File: src/rtl/pe_pkg.sv
// Shared types and constants for the systolic processing element.
package pe_pkg;

  localparam int DATA_W        = 16;
  localparam int ACC_W_DEFAULT = 40;

  typedef enum logic [1:0] {
    IDLE,
    RUN,
    DONE
  } state_t;

endpackage

File: src/rtl/pe_fifo.sv
// Synchronous show-ahead FIFO holding one operand stream of the PE.
// A write while full is dropped, even if a read happens in the same cycle.
module pe_fifo #(
  parameter int DEPTH  = 4,
  parameter int DATA_W = 16
) (
  input  logic              clk,
  input  logic              rst,
  input  logic [DATA_W-1:0] din,
  input  logic              we,
  input  logic              re,
  output logic [DATA_W-1:0] dout,
  output logic              full,
  output logic              empty
);

  localparam int AW = $clog2(DEPTH);
  localparam logic [AW:0] FULL_CNT = (AW+1)'(DEPTH);

  logic [DATA_W-1:0] mem [DEPTH];
  logic [AW-1:0]     wptr;
  logic [AW-1:0]     rptr;
  logic [AW:0]       cnt;
  logic              wr;
  logic              rd;

  assign full  = (cnt == FULL_CNT);
  assign empty = (cnt == '0);
  assign wr    = we & ~full;
  assign rd    = re & ~empty;
  assign dout  = mem[rptr];

  always_ff @(posedge clk) begin
    if (rst) begin
      wptr <= '0;
      rptr <= '0;
      cnt  <= '0;
    end else begin
      if (wr) wptr <= wptr + AW'(1);
      if (rd) rptr <= rptr + AW'(1);
      case ({wr, rd})
        2'b10:   cnt <= cnt + (AW+1)'(1);
        2'b01:   cnt <= cnt - (AW+1)'(1);
        default: cnt <= cnt;
      endcase
    end
  end

  always_ff @(posedge clk) begin
    if (wr) mem[wptr] <= din;
  end

endmodule

File: src/rtl/systolic_pe.sv
// One systolic matrix-multiply PE: FIFO-buffered A/B operands, max_cntr signed MACs,
// 16-bit result. Define PE_SATURATE_EN to clamp the result (else it wraps, sat stays 0).
module systolic_pe
  import pe_pkg::*;
#(
  parameter int FIFO_DEPTH = 4,
  parameter int ACC_W      = ACC_W_DEFAULT,
  parameter int FRAC_SHIFT = 0
) (
  input  logic              clk,
  input  logic              rst_n,
  input  logic [DATA_W-1:0] a_in,
  input  logic [DATA_W-1:0] b_in,
  input  logic              awe,
  input  logic              bwe,
  input  logic              ais,
  input  logic              bis,
  input  logic              start,
  input  logic [7:0]        max_cntr,
  output logic              aff,
  output logic              bff,
  output logic              se,
  output logic              fout,
  output logic              sat,
  output logic [DATA_W-1:0] s_out,
  output logic [DATA_W-1:0] a_out,
  output logic [DATA_W-1:0] b_out,
  output logic              start_next
);

  state_t                     state_p0;
  state_t                     state_nxt;
  logic signed [DATA_W-1:0]   a_head;
  logic signed [DATA_W-1:0]   b_head;
  logic                       a_empty;
  logic                       b_empty;
  logic                       pop;
  logic                       fire;
  logic signed [2*DATA_W-1:0] prod_p0;
  logic signed [ACC_W-1:0]    acc_p1;
  logic [7:0]                 cnt_p1;
  logic [DATA_W:0]            res_p1;

  // Returns {overflow, value} for the accumulator scaled down by FRAC_SHIFT.
  function automatic logic [DATA_W:0] saturate(input logic signed [ACC_W-1:0] acc);
`ifdef PE_SATURATE_EN
    localparam logic signed [ACC_W-1:0] SAT_MAX = ACC_W'((2**(DATA_W-1)) - 1);
    localparam logic signed [ACC_W-1:0] SAT_MIN = ACC_W'(-(2**(DATA_W-1)));
    logic signed [ACC_W-1:0] r;
    r = acc >>> FRAC_SHIFT;
    if (r > SAT_MAX)      return {1'b1, 1'b0, {(DATA_W-1){1'b1}}};
    else if (r < SAT_MIN) return {1'b1, 1'b1, {(DATA_W-1){1'b0}}};
    else                  return {1'b0, r[DATA_W-1:0]};
`else
    return {1'b0, DATA_W'(acc >>> FRAC_SHIFT)};
`endif
  endfunction

  pe_fifo #(.DEPTH(FIFO_DEPTH), .DATA_W(DATA_W)) u_fifo_a (
    .clk   (clk),
    .rst   (rst_n),
    .din   (a_in),
    .we    (awe),
    .re    (pop),
    .dout  (a_head),
    .full  (aff),
    .empty (a_empty)
  );

  pe_fifo #(.DEPTH(FIFO_DEPTH), .DATA_W(DATA_W)) u_fifo_b (
    .clk   (clk),
    .rst   (rst_n),
    .din   (b_in),
    .we    (bwe),
    .re    (pop),
    .dout  (b_head),
    .full  (bff),
    .empty (b_empty)
  );

  always_ff @(posedge clk) begin
    if (rst_n) state_p0 <= IDLE;
    else       state_p0 <= state_nxt;
  end

  // start overrides every state and blocks consumption in its own cycle.
  always_comb begin
    state_nxt = state_p0;
    pop       = 1'b0;
    fire      = 1'b0;
    case (state_p0)
      RUN: begin
        if (cnt_p1 == max_cntr) state_nxt = DONE;
        else                    pop = ~a_empty & ~b_empty & ~ais & ~bis;
      end
      DONE: begin
        fire      = 1'b1;
        state_nxt = IDLE;
      end
      default: ;
    endcase
    if (start) begin
      state_nxt = RUN;
      pop       = 1'b0;
      fire      = 1'b0;
    end
  end

  // p0 -> p1: multiply FIFO heads and accumulate
  assign prod_p0 = a_head * b_head;

  // p1 -> p2: scale and clamp the finished sum
  assign res_p1 = saturate(acc_p1);

  always_ff @(posedge clk) begin
    if (rst_n) begin
      acc_p1     <= '0;
      cnt_p1     <= '0;
      a_out      <= '0;
      b_out      <= '0;
      s_out      <= '0;
      sat        <= 1'b0;
      se         <= 1'b0;
      fout       <= 1'b0;
      start_next <= 1'b0;
    end else begin
      start_next <= start;
      fout       <= pop;
      se         <= fire;
      if (start) begin
        acc_p1 <= '0;
        cnt_p1 <= '0;
        s_out  <= '0;
        sat    <= 1'b0;
      end else begin
        if (pop) begin
          acc_p1 <= acc_p1 + ACC_W'(prod_p0);
          cnt_p1 <= cnt_p1 + 8'd1;
          a_out  <= a_head;
          b_out  <= b_head;
        end
        if (fire) begin
          s_out <= res_p1[DATA_W-1:0];
          sat   <= res_p1[DATA_W];
        end
      end
    end
  end

endmodule

File: config.mk
export PLATFORM = sky130hd
export DESIGN_NAME = systolic_pe
export DESIGN_NICKNAME = d
export VERILOG_FILES = /design/src/rtl/pe_pkg.sv /design/src/rtl/pe_fifo.sv /design/src/rtl/systolic_pe.sv
export SDC_FILE = /design/constraint.sdc
export NUM_CORES = 1
export LEC_CHECK = 0
export CAP_MARGIN = 10
export CORE_MARGIN = 2
export CORE_UTILIZATION = 45
export CTS_CLUSTER_SIZE = 12
export DETAILED_ROUTE_END_ITERATION = 8
export HOLD_SLACK_MARGIN = 0.02
export PLACE_DENSITY = 0.64
export SYNTH_ARGS = -nofsm -noshare
export SYNTH_HDL_FRONTEND = slang
export SYNTH_SLANG_ARGS = --single-unit
File: constraint.sdc
create_clock -name clk -period 10.5 [get_ports clk]
set_input_delay 2.1 -clock clk [delete_from_list [all_inputs] [get_ports clk]]
set_output_delay 2.1 -clock clk [all_outputs]
set_load 0.005 [all_outputs]
# Word level (Yosys, flattened, before mapping)
# Memories as Yosys holds them, arrays and structs flattened. A register that Yosys moved wholly into a read port is not among the register bits.
# Cells that the tools add are included.
[totals] memories=2 ram_bits=128 word_cells=82 output_inout_bits=54 input_bits=47 reg_bits=115
[mem_list] name="u_fifo_a.mem" words=4 width=16 rd=1 rd_ports_with_merged_regs=1 wr=1 line="pe_fifo.sv:20" rtl="logic [DATA_W-1:0] mem [DEPTH];"
[mem_list] name="u_fifo_b.mem" words=4 width=16 rd=1 rd_ports_with_merged_regs=1 wr=1 line="pe_fifo.sv:20"
[classes] n_reduce_logical=10 n_addsub=10 multipliers=1 muxes=18 n_bitwise=14 n_eq_ne=11
[ops] op="adder 40 x 32 -> 40 bit" n=1
[ops] op="multiplier 16 x 16 -> 32 bit" n=1
[ops] op="case mux 3 bit (2 select lines)" n=2
[ops] op="two-way mux 1 bit" n=10
[ops] op="two-way mux 2 bit" n=5
[ops] op="adder 2 x 1 -> 2 bit, second input constant" n=4
[ops] op="adder 8 x 1 -> 8 bit, second input constant" n=1
[ops] op="equality test 8 bit" n=1
[ops] op="bitwise AND 1 bit" n=7
[ops] op="NOT 1 bit" n=7
[ops] op="adder 3 x 1 -> 3 bit, second input constant" n=2
[ops] op="equality test 2 x 1 -> 1 bit, second input constant" n=3
[ops] op="equality test 2 bit, second input constant" n=3
[ops] op="equality test 3 bit, second input constant" n=2
[ops] op="logical NOT 3 bit" n=2
[ops] op="AND reduction 2 bit" n=3
[ops] op="nonzero test 2 bit" n=3
[ops] op="subtractor 3 x 1 -> 3 bit, second input constant" n=2
[ops] op="case mux 2 bit (2 select lines)" n=1
[ops] op="inequality test 3 bit, second input constant" n=1
[ops] op="nonzero test 3 bit" n=1
[ops] op="inequality test 2 bit, second input constant" n=1
[ops] op="OR reduction 2 bit" n=1

# Longest topological paths before layout
# Gate-level depths: netlist (run 1).
[logic_depth] ltp_word=11 ltp_mapped=26 depth_no_buf=23

# Modules after synthesis
# A second synthesis (run 1) with hierarchy kept.
[unflattened] cells_unflattened=1181 hier_area_um2=13138.9
[by_module_without_submodules] module="systolic_pe" cells_each=905 instances=1 area_per_inst_um2=7495.9 seq_area_each_um2=1541.5
[by_module_without_submodules] module="pe_fifo" cells_each=138 instances=2 area_per_inst_um2=2821.5 seq_area_each_um2=2102.0

# Worst setup path after synthesis (run 1)
# Ideal clock, no wire load.
[synth_path] path_type="register -> register" startpoint="register with a tool-made name" endpoint="register acc_p1[15]" slack_ns=4.248 period_less_slack_ns=6.252 arrival_time_ns=6.125 t_required_ns=10.372 path_buffers=3 stages_incl_launch_ff=22 setup_ns=0.128 cell_sequence="dfxtp_1 -> buf_6 -> buf_6 -> mux4_2 -> clkbuf_1 -> and2_1 -> fa_1 -> inv_1 -> fa_1 -> fa_1 -> fa_1 -> fa_1 -> fa_1 -> xnor2_1 -> xnor2_1 -> xnor3_1 -> xnor2_2 -> xnor3_1 -> xnor2_1 -> xnor2_1 -> mux2i_1 -> nor2_1"
[synth_lines] element="end signal, assigned" line="systolic_pe.sv:137" rtl="acc_p1 <= acc_p1 + ACC_W'(prod_p0);"
[synth_lines] element="end, declared" line="systolic_pe.sv:40" rtl="logic signed [ACC_W-1:0] acc_p1;"

==> summary.md, run 1 <==
| Metric | Value |
|---|---|
| Flops & latches, synth | `223` |
| GRT overflow | `0` |
| Period utilization | `0.660` |
| CTS Buffer Depth | `3` |
| CTS sink cnt | `223` |
| Die area | `30100 um2` |
| MaxCap Viol Count | `0` |
| Worst Max-Slew Pin Slew | `1.06 ns` |
| CTS resizes | `0` |
| CP cell instances | `mux4_2 > and2_1 > fa_1 > inv_1 > fa_1 > fa_1 > fa_1 > fa_1 > fa_1 > xnor2_1 > xnor2_1 > xnor3_1 > xnor2_2 > xnor3_1 > xnor2_1 > xnor2_1 > mux2i_1 > nor2_1` |
| Port buffer count | `99` |
| CP Capture Type | `flop` |
| Hpwl dp | `20500 um` |
| Fillers | `2536` |
| Post-CTS setup repair buffer count | `0` |
| Fin Hold WS | `0.451 ns` |
| Hold Crit Class | `reg -> reg` |
| Worst path bufs/invs | `1` |
| Synth top area cells | `edfxtp_1 30%, dfxtp_1 15%, fa_1 15%, ha_1 7.4%, mux4_2 5.6%` |
| Asr flop ratio synth | `0` |
| Synthesis Warnings | `0` |
| Gpl congestion | `0.832` |
| Antenna diodes | `0` |
| Tmin final | `6.93 ns` |
| Detailed-route via count | `7757` |
| Post-synth EDFFs | `128` |
| Max Freq | `0.144 GHz` |
| Pre-CTS setup slack | `3.50 ns` |
| Avg WL per Cell | `17.8 um` |
| Synth unique cells | `42` |
| Register area share after synthesis | `0.444` |
| # rows | `62` |
| Fin area | `15000 um2` |
| Hold Vio Cnt, Final | `0` |
| Final Max Slew Viols | `0` |
| Antenna Nets Post-Route | `0` |
| Synthesized area per cell | `11.8 um2` |
| Slowest stage cell, crit path | `dfxtp_1` |
| Die width | `174 um` |
| Initial Util | `0.454` |
| CP peak stage delay | `1.02 ns` |
| Total Nets Final | `1395` |
| Synth top area share | `0.297` |
| CP Data Arrival Time | `7.33 ns` |
| First-pass GRT wire length | `45000 um` |
| Placed Area | `14200 um2` |
| RSZ-0062 raised after global routing | `false` |
| Final wirelength | `28200 um` |
| Final Skew | `0.0121 ns` |
| Layout cells sized above 1 | `0.0611` |
| Total CTS buffers | `25` |
| Leakage | `5.94 nW` |
| Status | `completed` |
| Final Total Pwr | `3.59 mW` |
| Largest net degree at the start of global routing | `54` |
| Setup_tns | `0 ns` |
| Crit path kind | `reg -> reg` |
| Hold Buf Count CTS | `0` |
| Reg clk slew, reported paths | `0.06 ns` |
| Die height | `174 um` |
| CP dominant cell by count | `fa_1` |
| Post-route DRC | `0` |
| Aggregate global-route resource usage | `0.192` |
| Areal power density over the cells | `239 nW/um2` |
| # setup viols final | `0` |
| Prevailing post-synth register cell | `edfxtp_1` |
| Vias per cell | `4.91` |
| Post-Syn Instances | `1093` |
| Slew headroom | `0.291` |
| Worst Hold Launch | `s_out[14]` |
| Worst-skew pair later-pin latency | `0.55 ns` |
| Critical path data required time | `10.90 ns` |
| Core Region | `28500 um2` |
| Post-Syn Area | `12900 um2` |
| Initial antenna violation count | `0` |
| Crit-path max FO | `16` |
| Layout area overhead | `16.0%` |
| Synth Net Count | `1312` |
| Setup crit start kind | `flop` |
| CTS tree | `done` |
| Top delay family on crit path | `adder cells` |
| Router iterations before antenna repair | `4` |
| Area leader, netlist | `edfxtp_1` |
| H-tree levels | `1` |
| I/O pins | `101` |
| Final worst slack | `3.57 ns` |
| Vias in the first global route | `8176` |
| Initial DRC Count | `449` |
| Root buffer cell | `clkbuf_16` |
| Worst vdd ir | `242 uV` |
power by group:
group	internal (mW)	total [mW]	switching [mW]
Clock	0.477	0.829	0.352
Combinational	0.882	1.80	0.914
Sequential	0.956	0.966	0.0102
Total	2.31	3.59	1.28
Yosys cell counts (3+ instances only):
master      n
dfxtp_1    95
and2_1     87
buf_2       7
inv_1     170
a21o_1      4
and3_1      6
ha_1       77
xor2_1     28
edfxtp_1  128
buf_6       3
nor2b_1     5
xnor3_1     3
a21oi_1    28
clkbuf_1   31
nand2b_1    3
or3_1       3
nand4_1     4
nor2_1     76
fa_1       95
nand2_1    95
xnor2_1    33
mux4_2     32
mux2i_1    48
buf_1       3
o21ai_0     5
per-stage QoR:
| stage | util | std cells |
|---|---|---|
| after floorplan | - | 1093 |
| after global placement | 0.499 | 1533 |
| after detailed placement | 0.499 | 1533 |
| after CTS | 0.526 | 1579 |
| after global routing | 0.526 | 1579 |
| final | 0.526 | 1579 |
per-layer routing:
metal | track usage | wire (um) | part of all wire
met1 | 0.259 | 12700 | 0.45
met2 | 0.321 | 13300 | 0.47
met3 | 0.0270 | 1230 | 0.044
met4 | 0.0637 | 1000 | 0.035
met5 | 0 | 0 | 0
cell type report:
cell class                      count  area, um2  area share
Clock inverter                      6       47.5     0.00317
Tap cell                          384        480      0.0320
Timing Repair Buffer              102       1010      0.0672
Clock buffer                       40        727      0.0484
Inverter                          170        638      0.0425
Sequential cell                   223       5750       0.383
Multi-Input combinational cell    654       6370       0.424
cell usage in the layout (no fill, tap or decap), types with 3 or more instances in the layout:
master,Yosys,routed
dfxtp_1,95,95
mux4_2,32,32
nand4_1,4,4
xor2_1,28,28
o21ai_0,5,5
and2_1,87,87
xnor3_1,3,3
nand2b_1,3,3
inv_1,170,170
nor2_1,76,76
clkdlybuf4s50_1,0,98
nor2b_1,5,5
clkbuf_1,31,11
a21o_1,4,4
xnor2_1,33,33
nand2_1,95,95
clkinv_2,0,3
ha_1,77,77
edfxtp_1,128,128
clkbuf_16,0,26
and3_1,6,6
fa_1,95,95
a21oi_1,28,28
mux2i_1,48,48
buf_4,1,3
or3_1,3,3
logic make-up (layout without fill, tap and decap cells):
logic type,Yosys count,after routing,share of synthesized area
xor gates and xnor gates,65,65,0.0477
muxes,80,80,0.0928
buffers and inverters,216,318,0.0654
DFF,223,223,0.444
adders and majority gates,172,172,0.221
other,1,1,0.000290
AOI/OAI and AO/OA,51,51,0.0239
and+or+nand+nor,285,285,0.105
worst register-to-register path, stage by stage, from the launching register on:
cell     delay (ns)
dfxtp_1        1.02
mux4_2         0.75
and2_1         0.23
fa_1           0.53
inv_1          0.06
fa_1           0.50
fa_1           0.54
fa_1           0.45
fa_1           0.52
fa_1           0.44
xnor2_1        0.18
xnor2_1        0.14
xnor3_1        0.45
xnor2_2        0.18
xnor3_1        0.33
xnor2_1        0.14
xnor2_1        0.13
mux2i_1        0.15
nor2_1         0.05
sequential cells by signal (all words and copies together), names as in the netlist, named ones only:
register and cells:
a_out 16, se 1, acc_p1 16, s_out 16, u_fifo_a.cnt 3, u_fifo_b.mem 64, state_p0 2, u_fifo_b.wptr 2
u_fifo_b.cnt 3, b_out 16, u_fifo_a.mem 64, start_next 1, fout 1, u_fifo_a.rptr 2, u_fifo_b.rptr 2, u_fifo_a.wptr 2
cnt_p1 8
final timing paths:
check / endpoint / slack (ns) / cells past startpoint
worst min-delay path: s_out[14] / 0.45 / 2
worst max-delay path: acc_p1[15] / 3.57 / 18
worst min register to register: s_out[14] / 0.45 / 2
worst max register to register: acc_p1[15] / 3.57 / 18
Power figures use the tool's default switching activity.
==> run 2: changes to the inputs <==
--- a/config.mk
+++ b/config.mk
@@ -11,7 +11,7 @@
 export CTS_CLUSTER_SIZE = 12
 export DETAILED_ROUTE_END_ITERATION = 8
 export HOLD_SLACK_MARGIN = 0.02
-export PLACE_DENSITY = 0.64
+export PLACE_DENSITY = 0.67
 export SYNTH_ARGS = -nofsm -noshare
 export SYNTH_HDL_FRONTEND = slang
 export SYNTH_SLANG_ARGS = --single-unit
==> constraint.sdc (replaced) <==
create_clock -name clk -period 5.9 [get_ports clk]
set_input_delay 1.18 -clock clk [delete_from_list [all_inputs] [get_ports clk]]
set_output_delay 1.18 -clock clk [all_outputs]
set_load 0.005 [all_outputs]
==> summary.md, run 2 (synthesis results as in run 1) <==
| Metric | Value |
|---|---|
| Layout area overhead | `22.6% (was 16.0%)` |
| CP cell instances | `buf_12 > mux4_2 > and2_4 > fa_1 > inv_2 > fa_1 > fa_1 > fa_1 > fa_1 > fa_2 > xnor2_2 > xnor2_1 > xnor3_1 > xnor2_2 > xnor3_1 > xnor2_2 > xnor2_1 > mux2i_1 > nor2_1 (was mux4_2 > and2_1 > fa_1 > inv_1 > fa_1 > fa_1 > fa_1 > fa_1 > fa_1 > xnor2_1 > xnor2_1 > xnor3_1 > xnor2_2 > xnor3_1 > xnor2_1 > xnor2_1 > mux2i_1 > nor2_1)` |
| Initial Util | `0.454 (unchanged)` |
| Hpwl dp | `21300 um (was 20500 um)` |
| Placed Area | `14700 um2 (was 14200 um2)` |
| RSZ-0062 raised after global routing | `true (was false)` |
| MaxCap Viol Count | `0 (unchanged)` |
| Failing checks | `negative setup slack` |
| Vias per cell | `4.90 (was 4.91)` |
| Crit-path max FO | `7 (was 16)` |
| Status | `complete, but fails checks (was completed)` |
| GRT overflow | `0 (unchanged)` |
| Antenna Nets Post-Route | `0 (unchanged)` |
| Slowest stage cell, crit path | `mux4_2 (was dfxtp_1)` |
| Port buffer count | `99 (unchanged)` |
| Leakage | `6.34 nW (was 5.94 nW)` |
| Largest net degree at the start of global routing | `54 (unchanged)` |
| Die area | `30100 um2 (unchanged)` |
| Fin Hold WS | `0.452 ns (was 0.451 ns)` |
| Avg WL per Cell | `17.2 um (was 17.8 um)` |
| Setup_tns | `-0.00691 ns (was 0 ns)` |
| Period utilization | `1.00 (was 0.660)` |
| Slew headroom | `0.396 (was 0.291)` |
| Die height | `174 um (unchanged)` |
| First-pass GRT wire length | `45600 um (was 45000 um)` |
| Hold Crit Class | `reg -> reg (unchanged)` |
| P_int | `4.61 mW (was 2.31 mW)` |
| Most frequent cells in the layout | `162 x inv_1, 128 x edfxtp_1, 98 x clkdlybuf4s50_1, 93 x dfxtp_1, 91 x nand2_1 (was 170 x inv_1, 128 x edfxtp_1, 98 x clkdlybuf4s50_1)` |
| Regs by FF count | `u_fifo_a.mem (64), u_fifo_b.mem (64) (unchanged)` |
| Final Max Slew Viols | `0 (unchanged)` |
| Detailed-route via count | `8110 (was 7757)` |
| Worst-skew pair later-pin latency | `0.54 ns (was 0.55 ns)` |
| Util after Layout | `0.556 (was 0.526)` |
| Final Skew | `0.0306 ns (was 0.0121 ns)` |
| CP Capture Type | `flop (unchanged)` |
| Hold Vio Cnt, Final | `0 (unchanged)` |
| Total Nets Final | `1470 (was 1395)` |
| CTS Buffer Depth | `3 (unchanged)` |
| Layout cells sized above 1 | `0.151 (was 0.0611)` |
| Tmin final | `5.91 ns (was 6.93 ns)` |
| CP dominant cell by count | `fa_1 (unchanged)` |
| Pre-CTS setup slack | `-0.172 ns (was 3.50 ns)` |
| Router iterations before antenna repair | `5 (was 4)` |
| Final worst slack | `-0.00691 ns (was 3.57 ns)` |
| Initial antenna violation count | `0 (unchanged)` |
| Total CTS buffers | `25 (unchanged)` |
| # setup viols final | `1 (was 0)` |
| Placed Instances | `1588 (was 1533)` |
| Antenna diodes | `0 (unchanged)` |
| Commonest non-fill, non-tap cell in the layout | `inv_1 (unchanged)` |
| Aggregate global-route resource usage | `0.192 (about the same)` |
| Areal power density over the cells | `449 nW/um2 (was 239 nW/um2)` |
| Core Region | `28500 um2 (unchanged)` |
| Vias in the first global route | `8618 (was 8176)` |
| Setup crit start kind | `flop (unchanged)` |
| Final Total Pwr | `7.13 mW (was 3.59 mW)` |
| H-tree levels | `1 (unchanged)` |
| Worst vdd ir | `628 uV (was 242 uV)` |
| Reg clk slew, reported paths | `0.06 ns (about the same)` |
| Max Freq | `0.169 GHz (was 0.144 GHz)` |
| Switching Fraction | `0.353 (was 0.355)` |
| I/O pins | `101 (unchanged)` |
| Combinational power share | `0.556 (was 0.500)` |
| P_sw | `2.52 mW (was 1.28 mW)` |
| Clk pwr share | `0.203 (was 0.231)` |
| Fillers | `2498 (was 2536)` |
| CTS sink cnt | `223 (unchanged)` |
| Initial DRC Count | `505 (was 449)` |
| # rows | `62 (unchanged)` |
| Crit path kind | `reg -> reg (unchanged)` |
| CP peak stage delay | `0.61 ns (was 1.02 ns)` |
| Gpl congestion | `0.890 (was 0.832)` |
| Sequential power share | `0.241 (was 0.269)` |
| Worst Max-Slew Pin Slew | `0.906 ns (was 1.06 ns)` |
| Post-route DRC | `0 (unchanged)` |
| Final std cells w/o fill | `1654 (was 1579)` |
| Die width | `174 um (unchanged)` |
| Final wirelength | `28500 um (was 28200 um)` |
| Fin area | `15900 um2 (was 15000 um2)` |
| Critical path data required time | `6.27 ns (was 10.90 ns)` |
| CP Data Arrival Time | `6.28 ns (was 7.33 ns)` |
| CTS tree | `done (unchanged)` |
| Root buffer cell | `clkbuf_16 (unchanged)` |
## run 2: worst max-delay path, delay by kind of cell, from the launching register on
family | cells | cell delay [ns]
adders and majority gates | 6 | 2.89
muxes | 2 | 0.74
DFF | 1 | 0.35
and+or+nand+nor | 2 | 0.26
buffers and inverters | 2 | 0.18
xor gates and xnor gates | 7 | 1.30
## run 2: cell type report
class                   instances  area [um2]  share of cell area
multi-input cells             654        6550               0.413
flip-flops and latches        223        5750               0.362
repair buffers                177        1690               0.106
clock buffers                  35         673              0.0424
inverters                     170         638              0.0402
well taps                     384         480              0.0303
clock inverters                11        85.1             0.00536
## run 2: power by group through the flow
stage	registers (mW)	clock network [mW]	logic, mW
2_1_floorplan	1.74	0	2.69
6_report	1.72	1.45	3.96
3_5_place_dp	1.75	0	3.58
5_1_grt	1.72	1.53	4.47
4_1_cts	1.72	1.48	3.81
3_3_place_gp	1.75	0	3.52
## run 2: repair_timing
item,in CTS,in global routing
pin swaps,29,9
cloned,0,0
setup buffers,17,3
gates resized for setup,37,21
setup endpoints to repair,4,4
hold buffers,0,0
## run 2: routing by layer
metal	global-route usage	vias up	wire [um]
met5	0	-	0
met4	0.0515	0	688
met3	0.0268	46	1350
li1	-	3869	-
met2	0.334	156	14100
met1	0.253	4039	12300
## run 2: path summary, 6_finish.rpt
kind            start    endpoint  slack [ns]  cells past startpoint
max              flop  acc_p1[15]      -0.007                     19
min          s_out[5]    s_out[5]        0.45                      2
max reg2reg      flop  acc_p1[15]      -0.007                     19
min reg2reg  s_out[5]    s_out[5]        0.45                      2
